### src/rtl/lc3b_control_ext_if.sv
// LC-3b control types and unified memory port.
// Controller drives strobes; memory returns mem_resp.
package lc3b_ctl_pkg;

  typedef enum logic [3:0] {
    op_br   = 4'b0000,
    op_add  = 4'b0001,
    op_ldb  = 4'b0010,
    op_stb  = 4'b0011,
    op_jsr  = 4'b0100,
    op_and  = 4'b0101,
    op_ldr  = 4'b0110,
    op_str  = 4'b0111,
    op_rti  = 4'b1000,
    op_not  = 4'b1001,
    op_ldi  = 4'b1010,
    op_sti  = 4'b1011,
    op_jmp  = 4'b1100,
    op_shf  = 4'b1101,
    op_lea  = 4'b1110,
    op_trap = 4'b1111
  } lc3b_opcode;

  typedef enum logic [2:0] {
    alu_add  = 3'd0,
    alu_and  = 3'd1,
    alu_not  = 3'd2,
    alu_pass = 3'd3,
    alu_sll  = 3'd4,
    alu_srl  = 3'd5,
    alu_sra  = 3'd6
  } lc3b_aluop;

endpackage

interface lc3b_control_ext_if;
  logic       mem_read;
  logic       mem_write;
  logic [1:0] mem_byte_enable;
  logic       mem_resp;

  modport master (
    output mem_read,
    output mem_write,
    output mem_byte_enable,
    input  mem_resp
  );

  modport slave (
    input  mem_read,
    input  mem_write,
    input  mem_byte_enable,
    output mem_resp
  );
endinterface

### src/rtl/lc3b_control_ext.sv
// Multicycle LC-3b control FSM with byte/indirect/trap
// support, memory watchdog and retired-instruction count.
module lc3b_control_ext
  import lc3b_ctl_pkg::*;
#(
  parameter int unsigned MEM_TIMEOUT = 0,
  parameter int unsigned CNT_WIDTH   = 32
) (
  input  logic           clk,
  input  logic           rst,
  input  lc3b_opcode     opcode,
  input  logic           ir_bit11,
  input  logic           ir_bit5,
  input  logic           ir_bit4,
  input  logic           mar_lsb,
  input  logic           branch_enable,
  lc3b_control_ext_if.master mem,
  output logic           load_pc,
  output logic           load_ir,
  output logic           load_regfile,
  output logic           load_mar,
  output logic           load_mdr,
  output logic           load_cc,
  output logic [1:0]     pcmux_sel,
  output logic [2:0]     regfilemux_sel,
  output logic [1:0]     marmux_sel,
  output logic           mdrmux_sel,
  output logic [1:0]     alumux_sel,
  output logic           storemux_sel,
  output logic           destmux_sel,
  output logic           pcoffsetmux_sel,
  output lc3b_aluop      aluop,
  output logic           fault,
  output logic [CNT_WIDTH-1:0] instr_retired
);

  typedef enum logic [4:0] {
    FETCH1, FETCH2, FETCH3, DECODE,
    S_ADD, S_AND, S_NOT, S_SHF,
    BR_TAKEN, S_JMP, JSR1, JSR2, S_LEA,
    CALC_ADDR, CALC_BADDR,
    LDR1, LDR2, LDB1, LDB2,
    STR1, STR2, STB1, STB2,
    LDI1, LDI2, STI1, STI2,
    TRAP1, TRAP2, TRAP3,
    S_FAULT
  } state_t;

  localparam int WD_W =
    (MEM_TIMEOUT > 1) ? $clog2(MEM_TIMEOUT) : 1;
  localparam bit WD_EN = (MEM_TIMEOUT > 0);
  localparam logic [WD_W-1:0] WD_LAST =
    WD_W'((MEM_TIMEOUT > 0) ? MEM_TIMEOUT - 1 : 0);

  state_t          state;
  state_t          next;
  logic            retire;
  logic            mem_state;
  logic            timeout;
  logic [WD_W-1:0] wd_cnt;

  assign mem_state = state inside {
    FETCH2, LDR1, LDB1, STR2, STB2,
    LDI1, STI1, TRAP2
  };

  // strobe held past the limit with no response
  assign timeout = WD_EN && mem_state &&
                   !mem.mem_resp && (wd_cnt == WD_LAST);

  // state register
  always_ff @(posedge clk or posedge rst) begin
    if (rst) state <= FETCH1;
    else     state <= next;
  end

  // watchdog: counts stalled memory cycles
  always_ff @(posedge clk or posedge rst) begin
    if (rst)
      wd_cnt <= '0;
    else if (!WD_EN || !mem_state || mem.mem_resp)
      wd_cnt <= '0;
    else
      wd_cnt <= wd_cnt + WD_W'(1);
  end

  // retired-instruction counter, wraps naturally
  always_ff @(posedge clk or posedge rst) begin
    if (rst)
      instr_retired <= '0;
    else if (retire)
      instr_retired <= instr_retired + CNT_WIDTH'(1);
  end

  // next state and per-state control outputs
  always_comb begin
    next                = state;
    retire              = 1'b0;
    load_pc             = 1'b0;
    load_ir             = 1'b0;
    load_regfile        = 1'b0;
    load_mar            = 1'b0;
    load_mdr            = 1'b0;
    load_cc             = 1'b0;
    pcmux_sel           = 2'd0;
    regfilemux_sel      = 3'd0;
    marmux_sel          = 2'd0;
    mdrmux_sel          = 1'b0;
    alumux_sel          = 2'd0;
    storemux_sel        = 1'b0;
    destmux_sel         = 1'b0;
    pcoffsetmux_sel     = 1'b0;
    aluop               = alu_add;
    mem.mem_read        = 1'b0;
    mem.mem_write       = 1'b0;
    mem.mem_byte_enable = 2'b11;
    fault               = 1'b0;

    if (!rst) begin
      unique case (state)
        FETCH1: begin
          marmux_sel = 2'd1;
          load_mar   = 1'b1;
          load_pc    = 1'b1;
          next       = FETCH2;
        end
        FETCH2: begin
          mem.mem_read = 1'b1;
          mdrmux_sel   = 1'b1;
          load_mdr     = 1'b1;
          if (mem.mem_resp) next = FETCH3;
        end
        FETCH3: begin
          load_ir = 1'b1;
          next    = DECODE;
        end
        DECODE: begin
          unique case (opcode)
            op_add: next = S_ADD;
            op_and: next = S_AND;
            op_not: next = S_NOT;
            op_shf: next = S_SHF;
            op_br: begin
              if (branch_enable) begin
                next = BR_TAKEN;
              end else begin
                next   = FETCH1;
                retire = 1'b1;
              end
            end
            op_jmp:  next = S_JMP;
            op_jsr:  next = JSR1;
            op_lea:  next = S_LEA;
            op_ldr,
            op_str,
            op_ldi,
            op_sti:  next = CALC_ADDR;
            op_ldb,
            op_stb:  next = CALC_BADDR;
            op_trap: next = TRAP1;
            default: next = FETCH1;
          endcase
        end
        S_ADD: begin
          alumux_sel   = ir_bit5 ? 2'd2 : 2'd0;
          load_regfile = 1'b1;
          load_cc      = 1'b1;
          retire       = 1'b1;
          next         = FETCH1;
        end
        S_AND: begin
          aluop        = alu_and;
          alumux_sel   = ir_bit5 ? 2'd2 : 2'd0;
          load_regfile = 1'b1;
          load_cc      = 1'b1;
          retire       = 1'b1;
          next         = FETCH1;
        end
        S_NOT: begin
          aluop        = alu_not;
          load_regfile = 1'b1;
          load_cc      = 1'b1;
          retire       = 1'b1;
          next         = FETCH1;
        end
        S_SHF: begin
          if (!ir_bit4)     aluop = alu_sll;
          else if (ir_bit5) aluop = alu_sra;
          else              aluop = alu_srl;
          alumux_sel   = 2'd2;
          load_regfile = 1'b1;
          load_cc      = 1'b1;
          retire       = 1'b1;
          next         = FETCH1;
        end
        BR_TAKEN: begin
          pcoffsetmux_sel = 1'b0;
          pcmux_sel       = 2'd1;
          load_pc         = 1'b1;
          retire          = 1'b1;
          next            = FETCH1;
        end
        S_JMP: begin
          pcmux_sel = 2'd2;
          aluop     = alu_pass;
          load_pc   = 1'b1;
          retire    = 1'b1;
          next      = FETCH1;
        end
        JSR1: begin
          destmux_sel    = 1'b1;
          regfilemux_sel = 3'd2;
          load_regfile   = 1'b1;
          next           = JSR2;
        end
        JSR2: begin
          if (ir_bit11) begin
            pcoffsetmux_sel = 1'b1;
            pcmux_sel       = 2'd1;
          end else begin
            pcmux_sel = 2'd2;
            aluop     = alu_pass;
          end
          load_pc = 1'b1;
          retire  = 1'b1;
          next    = FETCH1;
        end
        S_LEA: begin
          regfilemux_sel  = 3'd3;
          pcoffsetmux_sel = 1'b0;
          load_regfile    = 1'b1;
          load_cc         = 1'b1;
          retire          = 1'b1;
          next            = FETCH1;
        end
        CALC_ADDR: begin
          alumux_sel = 2'd1;
          load_mar   = 1'b1;
          if (opcode == op_ldr)      next = LDR1;
          else if (opcode == op_str) next = STR1;
          else if (opcode == op_ldi) next = LDI1;
          else                       next = STI1;
        end
        CALC_BADDR: begin
          alumux_sel = 2'd3;
          load_mar   = 1'b1;
          next = (opcode == op_stb) ? STB1 : LDB1;
        end
        LDR1: begin
          mem.mem_read = 1'b1;
          mdrmux_sel   = 1'b1;
          load_mdr     = 1'b1;
          if (mem.mem_resp) next = LDR2;
        end
        LDR2: begin
          regfilemux_sel = 3'd1;
          load_regfile   = 1'b1;
          load_cc        = 1'b1;
          retire         = 1'b1;
          next           = FETCH1;
        end
        LDB1: begin
          mem.mem_read = 1'b1;
          mdrmux_sel   = 1'b1;
          load_mdr     = 1'b1;
          if (mem.mem_resp) next = LDB2;
        end
        LDB2: begin
          regfilemux_sel = 3'd4;
          load_regfile   = 1'b1;
          load_cc        = 1'b1;
          retire         = 1'b1;
          next           = FETCH1;
        end
        STR1: begin
          storemux_sel = 1'b1;
          aluop        = alu_pass;
          load_mdr     = 1'b1;
          next         = STR2;
        end
        STR2: begin
          mem.mem_write = 1'b1;
          if (mem.mem_resp) begin
            retire = 1'b1;
            next   = FETCH1;
          end
        end
        STB1: begin
          storemux_sel = 1'b1;
          aluop        = alu_pass;
          load_mdr     = 1'b1;
          next         = STB2;
        end
        STB2: begin
          mem.mem_write       = 1'b1;
          mem.mem_byte_enable = mar_lsb ? 2'b10 : 2'b01;
          if (mem.mem_resp) begin
            retire = 1'b1;
            next   = FETCH1;
          end
        end
        LDI1: begin
          mem.mem_read = 1'b1;
          mdrmux_sel   = 1'b1;
          load_mdr     = 1'b1;
          if (mem.mem_resp) next = LDI2;
        end
        LDI2: begin
          marmux_sel = 2'd2;
          load_mar   = 1'b1;
          next       = LDR1;
        end
        STI1: begin
          mem.mem_read = 1'b1;
          mdrmux_sel   = 1'b1;
          load_mdr     = 1'b1;
          if (mem.mem_resp) next = STI2;
        end
        STI2: begin
          marmux_sel = 2'd2;
          load_mar   = 1'b1;
          next       = STR1;
        end
        TRAP1: begin
          marmux_sel     = 2'd3;
          load_mar       = 1'b1;
          destmux_sel    = 1'b1;
          regfilemux_sel = 3'd2;
          load_regfile   = 1'b1;
          next           = TRAP2;
        end
        TRAP2: begin
          mem.mem_read = 1'b1;
          mdrmux_sel   = 1'b1;
          load_mdr     = 1'b1;
          if (mem.mem_resp) next = TRAP3;
        end
        TRAP3: begin
          pcmux_sel = 2'd3;
          load_pc   = 1'b1;
          retire    = 1'b1;
          next      = FETCH1;
        end
        S_FAULT: begin
          fault = 1'b1;
        end
        default: next = FETCH1;
      endcase

      if (timeout) next = S_FAULT;
    end
  end

endmodule

### src/flat_wrapper.sv
// flat-port wrapper written by rule: the top's interface ports become plain ports
module lc3b_control_ext_flat import lc3b_ctl_pkg::*;
#(
  parameter int unsigned MEM_TIMEOUT = 0,
  parameter int unsigned CNT_WIDTH   = 32
)
  (clk, rst, opcode, ir_bit11, ir_bit5, ir_bit4, mar_lsb, branch_enable, load_pc, load_ir, load_regfile, load_mar, load_mdr, load_cc, pcmux_sel, regfilemux_sel, marmux_sel, mdrmux_sel, alumux_sel, storemux_sel, destmux_sel, pcoffsetmux_sel, aluop, fault, instr_retired, mem_mem_read, mem_mem_write, mem_mem_byte_enable, mem_mem_resp);
  lc3b_control_ext_if mem_i ();
  input  logic clk;
  input  logic rst;
  input  lc3b_opcode opcode;
  input  logic ir_bit11;
  input  logic ir_bit5;
  input  logic ir_bit4;
  input  logic mar_lsb;
  input  logic branch_enable;
  output logic load_pc;
  output logic load_ir;
  output logic load_regfile;
  output logic load_mar;
  output logic load_mdr;
  output logic load_cc;
  output logic [1:0] pcmux_sel;
  output logic [2:0] regfilemux_sel;
  output logic [1:0] marmux_sel;
  output logic mdrmux_sel;
  output logic [1:0] alumux_sel;
  output logic storemux_sel;
  output logic destmux_sel;
  output logic pcoffsetmux_sel;
  output lc3b_aluop aluop;
  output logic fault;
  output logic [CNT_WIDTH-1:0] instr_retired;
  output wire logic [$bits(mem_i.mem_read)-1:0] mem_mem_read;
  output wire logic [$bits(mem_i.mem_write)-1:0] mem_mem_write;
  output wire logic [$bits(mem_i.mem_byte_enable)-1:0] mem_mem_byte_enable;
  input wire logic [$bits(mem_i.mem_resp)-1:0] mem_mem_resp;
  assign mem_mem_read = mem_i.mem_read;
  assign mem_mem_write = mem_i.mem_write;
  assign mem_mem_byte_enable = mem_i.mem_byte_enable;
  assign mem_i.mem_resp = mem_mem_resp;
  lc3b_control_ext #(.MEM_TIMEOUT(MEM_TIMEOUT), .CNT_WIDTH(CNT_WIDTH)) u_core (.clk(clk), .rst(rst), .opcode(opcode), .ir_bit11(ir_bit11), .ir_bit5(ir_bit5), .ir_bit4(ir_bit4), .mar_lsb(mar_lsb), .branch_enable(branch_enable), .mem(mem_i), .load_pc(load_pc), .load_ir(load_ir), .load_regfile(load_regfile), .load_mar(load_mar), .load_mdr(load_mdr), .load_cc(load_cc), .pcmux_sel(pcmux_sel), .regfilemux_sel(regfilemux_sel), .marmux_sel(marmux_sel), .mdrmux_sel(mdrmux_sel), .alumux_sel(alumux_sel), .storemux_sel(storemux_sel), .destmux_sel(destmux_sel), .pcoffsetmux_sel(pcoffsetmux_sel), .aluop(aluop), .fault(fault), .instr_retired(instr_retired));
endmodule
### config.mk
export PLATFORM = sky130hd
export DESIGN_NAME = lc3b_control_ext_flat
export DESIGN_NICKNAME = d
export VERILOG_FILES = /design/src/rtl/lc3b_control_ext_if.sv /design/src/rtl/lc3b_control_ext.sv /design/src/flat_wrapper.sv
export SDC_FILE = /design/constraint.sdc
export NUM_CORES = 1
export LEC_CHECK = 0
export ABC_AREA = 1
export BUFFER_PORTS_ARGS = -buffer_cell sky130_fd_sc_hd__buf_2
export CAP_MARGIN = 25
export CORE_MARGIN = 2
export CORE_UTILIZATION = 35
export CTS_CLUSTER_SIZE = 8
export DETAILED_ROUTE_END_ITERATION = 10
export GPL_ROUTABILITY_DRIVEN = 0
export PLACE_DENSITY = 0.67
export SLEW_MARGIN = 20
export SYNTH_ARGS = -nofsm -noshare
export SYNTH_HDL_FRONTEND = slang
export SYNTH_SLANG_ARGS = --single-unit
### constraint.sdc
create_clock -name clk -period 3 [get_ports clk]
set_input_delay 0.15 -clock clk [delete_from_list [all_inputs] [get_ports clk]]
set_output_delay 0.15 -clock clk [all_outputs]
set_load 0.05 [all_outputs]
==> results of run 1 <==
[where the power goes]
part | internal, W | total (W) | switching, W
combinational | 0.000235 | 0.00101 | 0.000780
clock | 0.000161 | 0.000346 | 0.000185
sequential | 0.000543 | 0.000642 | 0.0000988
total | 0.000939 | 0.00200 | 0.00106
[registers in the layout, indices dropped and copies added, names as in the netlist]
register              count
u_core.instr_retired     32
u_core.state              5
[cell type report]
class	count	area, um^2
clock buffers	6	72.57
multi-input cells	450	2026
repair buffers	72	365.4
well taps	111	138.9
inverters	55	206.4
flip-flops and latches	37	925.9
clock inverters	2	10.01
fillers	992	5408
[worst paths after layout]
check | start | endpoint | slack [ns] | cells past startpoint
worst max-delay path | u_core.state[2] | u_core.instr_retired[29] | 0.35 | 8
worst min-delay path | rst | u_core.instr_retired[12] | 0.23 | 3
worst max register to register | u_core.state[2] | u_core.instr_retired[29] | 0.35 | 8
worst min register to register | u_core.instr_retired[24] | u_core.instr_retired[24] | 0.56 | 2
max in group asynchronous | rst | u_core.instr_retired[26] | 2.41 | 3
min in group clk | branch_enable | u_core.state[3] | 0.34 | 7
[stage by stage]
step	worst slack (ns)	hold WS [ns]
final	0.3486	0.2338
after global routing	0.01994	0.3012
after CTS	0.3179	0.2532
after detailed placement	0.3305	0.5432
after global placement	0.4260	0.5215
after floorplan	0.7328	0.3858
[logic make-up after synthesis]
| family | after synthesis |
|---|---|
| and+or+nand+nor | 405 |
| buffers and inverters | 71 |
| DFF | 37 |
| xor gates and xnor gates | 25 |
| AOI/OAI and AO/OA | 19 |
| adders and majority gates | 1 |
[cells in the mapped netlist]
| cell | count | area (um^2) |
|---|---|---|
| nor2_1 | 97 | 364.1 |
| nor3b_1 | 1 | 7.510 |
| inv_1 | 47 | 176.4 |
| nand2_2 | 3 | 18.77 |
| buf_4 | 3 | 22.52 |
| and2_1 | 1 | 6.260 |
| o21ai_4 | 1 | 16.27 |
| buf_2 | 8 | 40.04 |
| nor3_1 | 9 | 45.04 |
| buf_6 | 3 | 33.78 |
| inv_2 | 8 | 30.03 |
| clkbuf_1 | 2 | 7.510 |
| xnor2_1 | 2 | 17.52 |
| a31oi_1 | 5 | 31.28 |
| a21oi_1 | 9 | 45.04 |
| nand3b_1 | 6 | 45.04 |
| ha_1 | 1 | 12.51 |
| xor2_1 | 23 | 201.4 |
| nor2_2 | 1 | 6.260 |
| nand2_1 | 214 | 803.3 |
| nand4_1 | 6 | 37.54 |
| nor2_4 | 2 | 22.52 |
| o21ai_0 | 4 | 20.02 |
| dfrtp_1 | 37 | 925.9 |
| nand3_1 | 65 | 325.3 |
[metal layers]
metal,up-vias,wire length (um),track usage [%],share of wire (%)
li1,1870,-,-,-
met1,1665,4126,24.76,46
met2,100,4202,30.36,47
met3,18,478,2.566,5.3
met4,0,144,5.058,1.6
met5,-,0,0,0
[worst register-to-register path, cell delays in order (launching register included)]
cell,delay (ns)
dfrtp_1,0.51
nand2_1,0.19
nor2_2,0.08
nand2_1,0.13
nand2_1,0.09
o21ai_4,0.69
nand2_2,0.59
nand2_1,0.20
nand2_1,0.06
==> impl_metrics.toml, run 1 <==
[outcome]
outcome = "finished, final reports clean"

[logic_synthesis]
synth_xor_area_share_pct = 6.713
yosysSeqAreaShare_pct = 28.39
synth_cell_types = 25
synth_compound_area_share_pct = 3.452
avgSynthCellArea_um2 = 5.846
synth_cells = 558
synth_seq_cells = 37
synth_top_family_by_area = "simple AND/OR/NAND/NOR gates"
yosys.area_share.adder_pct = 0.3836
synth_warnings = 0
syn_area_mm2 = 0.003262
synthSimpleGateAreaFrac_pct = 51.55
synth_nets = 571
synthMuxAreaShare_pct = 0

[die]
initial_utilization_pct = 35.64
core.rowCount = 35
coreArea_mm2 = 0.009153
die_w_um = 100.5
die_y_um = 100.5
dieArea_mm2 = 0.01011
pin_count = 71

[clock_network]
clkSinkCount = 37
root_buffer = "clkbuf_8"
max-clock-path-buffers = 2
cts_tree = "yes"
clk_latency_ns = 0.30
post_cts.repair.setup_buffers = 0
cts-hold-fix-buffers = 0
post_cts_resized = 0
clkTransAtPathRegs_ns = 0.08
cts_buffers = 5
cts.htree.levels = 2

[grt]
grtUsageTotal_pct = 18.24
grt_pass1_wl_um = 15220
antenna_found_initial = 0
grt_pass1_vias = 3353
grt_overflow_total = 0
grt_max_degree = 40

[setup_path]
worst_setup_path_end_kind = "register"
cp.arrival_ns = 2.83
required_ns = 3.18
cp_max_fo = 34
start_kind = "register"
worstSetupPathType = "register to register"
cp_num_buf_inv = 0
cpMostUsedCell = "nand2_1"
cp_cell_sequence = "nand2_1 > nor2_2 > nand2_1 > nand2_1 > o21ai_4 > nand2_2 > nand2_1 > nand2_1"
crit_family = "simple AND/OR/NAND/NOR gates"
slowest_delay_ns = 0.69
crit_path_top_delay_cell = "o21ai_4"

[timing]
clock_skew_ns = 0.01156
fmax_mhz = 377.2
hold_viol = 0
worst_pin_slew_ns = 0.8852
slew_viol_final = 0
setup_tns_ns = 0
setup-violations-final = 0
slew_headroom_pct = 40.77
fin_crit_ns = 2.651
rsz0062_at_grt = "no"
finalCritPeriodShare_pct = 88.38

[detailed_routing]
vias_per_cell = 4.984
wirelength_um = 8951
ant_nets = 0
wl_per_cell_um = 12.21
drc_errors = 0
vias = 3653
drt_pre_antenna_iters = 5
drt_iter0_markers = 318

[placed_design]
hpwlAfterDp_um = 6853
dpl_cell_area_mm2 = 0.003662
portBuffers = 70
placed_cells_incl_taps = 725

[pwr]
vdd_drop_max_uv = 221.7
power.density_mw_per_mm2 = 534.9
report.power.total_w = 0.002003
leakage_nw = 2.039

[layout]
area_growth_pct = 14.81
final_layout_size_suffix_gt1_share_pct = 15.11
nets = 634
mostFrequentLayoutCells = "214 x nand2_1, 97 x nor2_1, 70 x buf_2, 65 x nand3_1, 47 x inv_1"
diodes = 0
fin_area_mm2 = 0.003745
layout_commonest_cell = "nand2_1"
instances_no_fill = 733
final_util_pct = 40.92

[run]
drv_cap = 0

[worst_hold_path]
hold_class = "input port to asynchronous set/reset pin"
Power figures use the tool's default switching activity.
==> inputs of run 2 (changes only) <==
--- a/config.mk
+++ b/config.mk
@@ -5,7 +5,6 @@
 export SDC_FILE = /design/constraint.sdc
 export NUM_CORES = 1
 export LEC_CHECK = 0
-export ABC_AREA = 1
 export BUFFER_PORTS_ARGS = -buffer_cell sky130_fd_sc_hd__buf_2
 export CAP_MARGIN = 25
 export CORE_MARGIN = 2
@@ -13,7 +12,7 @@
 export CTS_CLUSTER_SIZE = 8
 export DETAILED_ROUTE_END_ITERATION = 10
 export GPL_ROUTABILITY_DRIVEN = 0
-export PLACE_DENSITY = 0.67
+export PLACE_DENSITY = 0.69
 export SLEW_MARGIN = 20
 export SYNTH_ARGS = -nofsm -noshare
 export SYNTH_HDL_FRONTEND = slang
==> impl_metrics.toml, run 2 <==
[outcome]
outcome = "finished, final reports clean"

[timing]
slew_viol_final = 0
worst_pin_slew_ns = 0.8025
fmax_mhz = 377.4
fin_crit_ns = 2.650
setup_tns_ns = 0
setup-violations-final = 0
finalCritPeriodShare_pct = 88.33
setup_slack_ns = 0.3502
hold_viol = 0
clock_skew_ns = 0.002539
rsz0062_at_grt = "no"
slew_headroom_pct = 46.50

[grt]
grt_pass1_wl_um = 12680
grt_max_degree = 42
grtUsageTotal_pct = 17.94
grt_pass1_vias = 2569
antenna_found_initial = 0
grt_overflow_total = 0

[logic_synthesis]
synth_top_area_share_pct = 33.18
synth_seq_cells = 37
ys.flop_type = "dfrtp_1"
synth_nets = 358
yosysSeqAreaShare_pct = 33.18
synth_cells = 345
synth_cell_types = 57
synth_edf_count = 0
ys_async_sr_fraction_pct = 100.0
avgSynthCellArea_um2 = 8.087
synth_commonest_cells = "37 x dfrtp_1, 35 x nand2_1, 32 x xnor2_1"
syn_area_mm2 = 0.002790
synth_warnings = 0
synthTopCellsByArea = "dfrtp_1 33%, xnor2_1 10%, nand2_1 4.7%"
synth.most_common_cell = "dfrtp_1"
yosys.area.top_type = "dfrtp_1"

[pwr]
power.density_mw_per_mm2 = 842.3
p_seq_share_pct = 24.7
comb_power_share_pct = 61.6
swShare_pct = 53.91
clkPwrFrac_pct = 13.7
leakage_nw = 1.515
vdd_drop_max_uv = 728.8
intPower_w = 0.001285
report.power.total_w = 0.002789
p_switching_w = 0.001504

[layout]
layout_commonest_cell = "buf_2"
mostFrequentLayoutCells = "70 x buf_2, 37 x dfrtp_1, 35 x nand2_1, 32 x xnor2_1, 31 x nor2_1"
seqCellArea_um2 = 925.9
largest_register_ffs = 32
diodes = 0
top_regs = "u_core.instr_retired (32), u_core.state (5)"
largest_register = "u_core.instr_retired"
nets = 418
final_layout_size_suffix_gt1_share_pct = 25.37
fillers = 800
area_growth_pct = 18.65
multi_input_area_mm2 = 0.001690

[detailed_routing]
wl_per_cell_um = 15.31
drt_iter0_markers = 197
drt_pre_antenna_iters = 5
vias = 2884
wirelength_um = 7777
vias_per_cell = 5.677
drc_errors = 0
ant_nets = 0

[clock_network]
clk_latency_ns = 0.29
cts_tree = "yes"
post_cts_resized = 0
cts-hold-fix-buffers = 1
clkSinkCount = 37
post_cts.repair.setup_buffers = 0
cts.htree.levels = 2
clkTransAtPathRegs_ns = 0.07
root_buffer = "clkbuf_8"
cts_buffers = 5
max-clock-path-buffers = 2

[setup_path]
cp_cell_sequence = "inv_1 > nor2_1 > nor2_1 > nor3b_1 > o21ai_0 > a21oi_1 > buf_2"
worstSetupPathType = "register to primary output"
worst_setup_path_end_kind = "primary output"
slowest_delay_ns = 0.70
start_kind = "register"
crit_path_top_delay_cell = "dfrtp_1"
cp_num_buf_inv = 2
required_ns = 2.85
cp_max_fo = 18
cp.arrival_ns = 2.50
crit_family = "flip-flops"
cpMostUsedCell = "nor2_1"
rrSetupSlack_ns = 0.61

[placed_design]
hpwlAfterDp_um = 5600
dp_slack_ns = 0.6888
portBuffers = 70

[die]
pin_count = 71
initial_utilization_pct = 36.11
die_y_um = 93.29
core.rowCount = 32
coreArea_mm2 = 0.007727
die_w_um = 93.29
dieArea_mm2 = 0.008702

[worst_hold_path]
hold_class = "input port to register"

[run]
drv_cap = 0
==> run 2: worst register-to-register path, cell delays in order (launching register included) <==
cell and delay, ns:
dfrtp_1 0.59, buf_4 0.29, nor2_1 0.40, nand4_1 0.27, o32ai_1 0.35, nand2_1 0.11
o221ai_1 0.12, mux2_2 0.21
==> run 2: per-stage QoR <==
step	hold WS [ns]	utilization (%)	instance area (um^2)	instances
final	0.3764	42.84	3311	508
after floorplan	0.3905	-	2808	345
after CTS	0.3724	42.84	3311	508
after global routing	0.4162	42.84	3311	508
after detailed placement	0.1886	41.40	3199	499
after global placement	0.1960	41.40	3199	499
==> run 2: final timing paths <==
check / from / to / cells past startpoint
worst max-delay path: u_core.state[1] / aluop[1] / 7
worst min-delay path: mem_mem_resp / u_core.state[4] / 4
worst max register to register: u_core.state[1] / u_core.state[2] / 7
worst min register to register: u_core.instr_retired[4] / u_core.instr_retired[4] / 1
max in group asynchronous: rst / u_core.instr_retired[4] / 4
min in group asynchronous: rst / u_core.state[1] / 3
==> run 2: cell families after synthesis <==
| kind of cell | count (synthesis) | share of synthesized area, % |
|---|---|---|
| muxes | 6 | 2.332 |
| adders and majority gates | 1 | 0.4484 |
| AOI/OAI and AO/OA | 68 | 17.09 |
| buffers and inverters | 38 | 6.860 |
| xor gates and xnor gates | 34 | 10.67 |
| DFF | 37 | 33.18 |
| and+or+nand+nor | 161 | 29.42 |
==> run 2: power groups by stage <==
stage	sequential [W]	combinational, W	clock, W
final	0.000688	0.00172	0.000381
after global routing	0.000703	0.00186	0.000417
after CTS	0.000686	0.00170	0.000388
after detailed placement	0.000695	0.00169	0
after global placement	0.000692	0.00169	0
after floorplan	0.000712	0.00135	0
==> run 2: final cells by class <==
| cell class | instances | share of cell area, % |
|---|---|---|
| multi-input cells | 270 | 51.06 |
| flip-flops and latches | 37 | 27.97 |
| repair buffers | 79 | 12.70 |
| well taps | 102 | 3.855 |
| clock buffers | 7 | 2.910 |
| inverters | 12 | 1.361 |
| clock inverters | 1 | 0.1512 |
==> run 2: metal layers <==
| layer | GRT usage [%] | share of wire [%] | up-vias |
|---|---|---|---|
| met5 | 0 | 0 | - |
| met4 | 7.721 | 1.5 | 0 |
| met3 | 4.029 | 11 | 10 |
| met2 | 26.56 | 45 | 162 |
| met1 | 25.09 | 43 | 1355 |
| li1 | - | - | 1357 |
==> inputs of run 3 (changes only) <==
--- a/config.mk
+++ b/config.mk
@@ -9,6 +9,7 @@
 export CAP_MARGIN = 25
 export CORE_MARGIN = 2
 export CORE_UTILIZATION = 35
+export CTS_CLUSTER_DIAMETER = 50
 export CTS_CLUSTER_SIZE = 8
 export DETAILED_ROUTE_END_ITERATION = 10
 export GPL_ROUTABILITY_DRIVEN = 0
==> constraint.sdc (replaced) <==
create_clock -name clk -period 3 [get_ports clk]
set_input_delay 0.15 -clock clk [delete_from_list [all_inputs] [get_ports clk]]
set_output_delay 0.15 -clock clk [all_outputs]
set_load 0.1 [all_outputs]
==> impl_metrics.toml, run 3 (same netlist as run 2, synthesis figures left out) <==
[outcome]
outcome = "finished, final reports clean"

[detailed_routing]
drt_iter0_markers = 191
vias_per_cell = 5.610
drt_pre_antenna_iters = 5
wl_per_cell_um = 15.24
highest_layer = "met4"
ant_nets = 0
drc_errors = 0
routed-wl-met2_um = 3582
wl_met3_um = 549
wl_met1_um = 3420
wirelength_um = 7743
vias = 2850

[grt]
grtUsageTotal_pct = 18.06
grt_pass1_wl_um = 12910
antenna_found_initial = 1
grt_pass1_vias = 2645
grt_overflow_total = 0
grt_max_degree = 33

[setup_path]
cp_max_fo = 18
cp-startpoint = "u_core.state[2]"
required_ns = 2.85
rrSetupSlack_ns = 0.72
worstSetupPathType = "register to primary output"
cp_num_buf_inv = 3
cp.arrival_ns = 2.47
crit_family = "flip-flops"
slowest_delay_ns = 0.71
worstReg2RegStart = "u_core.state[4]"
rr_worst_depth = 6
reg2reg_to = "u_core.instr_retired[9]"
worst_setup_path_end_kind = "primary output"
crit_path_top_delay_cell = "dfrtp_1"
start_kind = "register"
cp_cell_sequence = "buf_4 > clkinv_1 > nor2_1 > nor2_1 > nor3b_1 > o21ai_0 > a21oi_1 > buf_12"
cpMostUsedCell = "nor2_1"

[layout]
largest_register = "u_core.instr_retired"
multi_input_area_mm2 = 0.001733
area_growth_pct = 22.47
seqCellArea_um2 = 925.9
largest_register_ffs = 32
top_regs = "u_core.instr_retired (32), u_core.state (5)"
mostFrequentLayoutCells = "68 x buf_2, 37 x dfrtp_1, 35 x nand2_1, 32 x xnor2_1, 31 x nor2_1"
final_layout_size_suffix_gt1_share_pct = 27.09
nets = 418
diodes = 0
final_util_pct = 44.22
fillers = 761
layout_commonest_cell = "buf_2"

[timing]
slew_headroom_pct = 62.26
setup_tns_ns = 0
fin_crit_ns = 2.616
finalCritPeriodShare_pct = 87.19
slew_viol_final = 0
fmax_mhz = 382.3
worst_pin_slew_ns = 0.5661
clock_skew_ns = 0.009298
rsz0062_at_grt = "no"
hold_viol = 0
setup-violations-final = 0

[die]
die_y_um = 93.29
initial_utilization_pct = 36.11
pin_count = 71
dieArea_mm2 = 0.008702
die_w_um = 93.29
core.rowCount = 32
coreArea_mm2 = 0.007727

[clock_network]
clk_latency_ns = 0.29
cts.htree.levels = 2
max-clock-path-buffers = 2
cts_tree = "yes"
root_buffer = "clkbuf_8"
clkSinkCount = 37
cts_buffers = 5
post_cts.repair.setup_buffers = 0
post_cts_resized = 0
cts-hold-fix-buffers = 0
clkTransAtPathRegs_ns = 0.08

[pwr]
leakage_nw = 1.545
vdd_drop_max_uv = 769.7
power.density_mw_per_mm2 = 970.2
report.power.total_w = 0.003315

[run]
drv_cap = 0

[worst_hold_path]
hold_class = "input port to asynchronous set/reset pin"

[placed_design]
hpwlAfterDp_um = 5606
portBuffers = 70
==> run 3: area by class of cell <==
cell class / count / share of cell area, %
repair buffers: 79 / 13.11
well taps: 102 / 3.735
inverters: 12 / 1.318
clock inverters: 3 / 2.014
clock buffers: 5 / 2.014
flip-flops and latches: 37 / 27.10
multi-input cells: 270 / 50.71
==> run 3: where the power goes <==
part / total [W] / leakage (nW) / switching [W] / internal (W)
clock network: 0.000523 / 0.0687 / 0.000188 / 0.000335
logic: 0.00207 / 0.973 / 0.00154 / 0.000529
registers: 0.000718 / 0.503 / 0.000159 / 0.000559
total: 0.00332 / 1.54 / 0.00189 / 0.00142
==> run 3: routing by layer <==
metal | up-vias | global-route usage (%)
met1 | 1346 | 24.38
met3 | 18 | 3.465
met2 | 125 | 29.20
met4 | 0 | 5.637
met5 | - | 0
li1 | 1361 | -
==> run 3: through the flow <==
| step | instance area (um^2) | std cells | hold WS, ns | setup slack, ns |
|---|---|---|---|---|
| floorplan | 2850 | 345 | 0.3905 | -0.6818 |
| global placement | 3279 | 500 | 0.3749 | 0.7749 |
| detailed placement | 3279 | 500 | 0.3812 | 0.7410 |
| CTS | 3417 | 508 | 0.06878 | 0.4084 |
| global route | 3417 | 508 | 0.1040 | 0.2369 |
| finish | 3417 | 508 | 0.06455 | 0.3843 |
==> run 3: how the worst max path moves through the flow <==
stage / end / slack (ns) / cells past startpoint
after global routing: aluop[1] / 0.24 / 8
final: aluop[1] / 0.38 / 8
after floorplan: destmux_sel / -0.68 / 3
after detailed placement: aluop[1] / 0.74 / 8
after global placement: aluop[0] / 0.77 / 8
after CTS: aluop[1] / 0.41 / 8
==> run 3: worst min-delay path, delay by kind of cell <==
kind     cells  cell delay (ns)
buf+inv      3             0.57
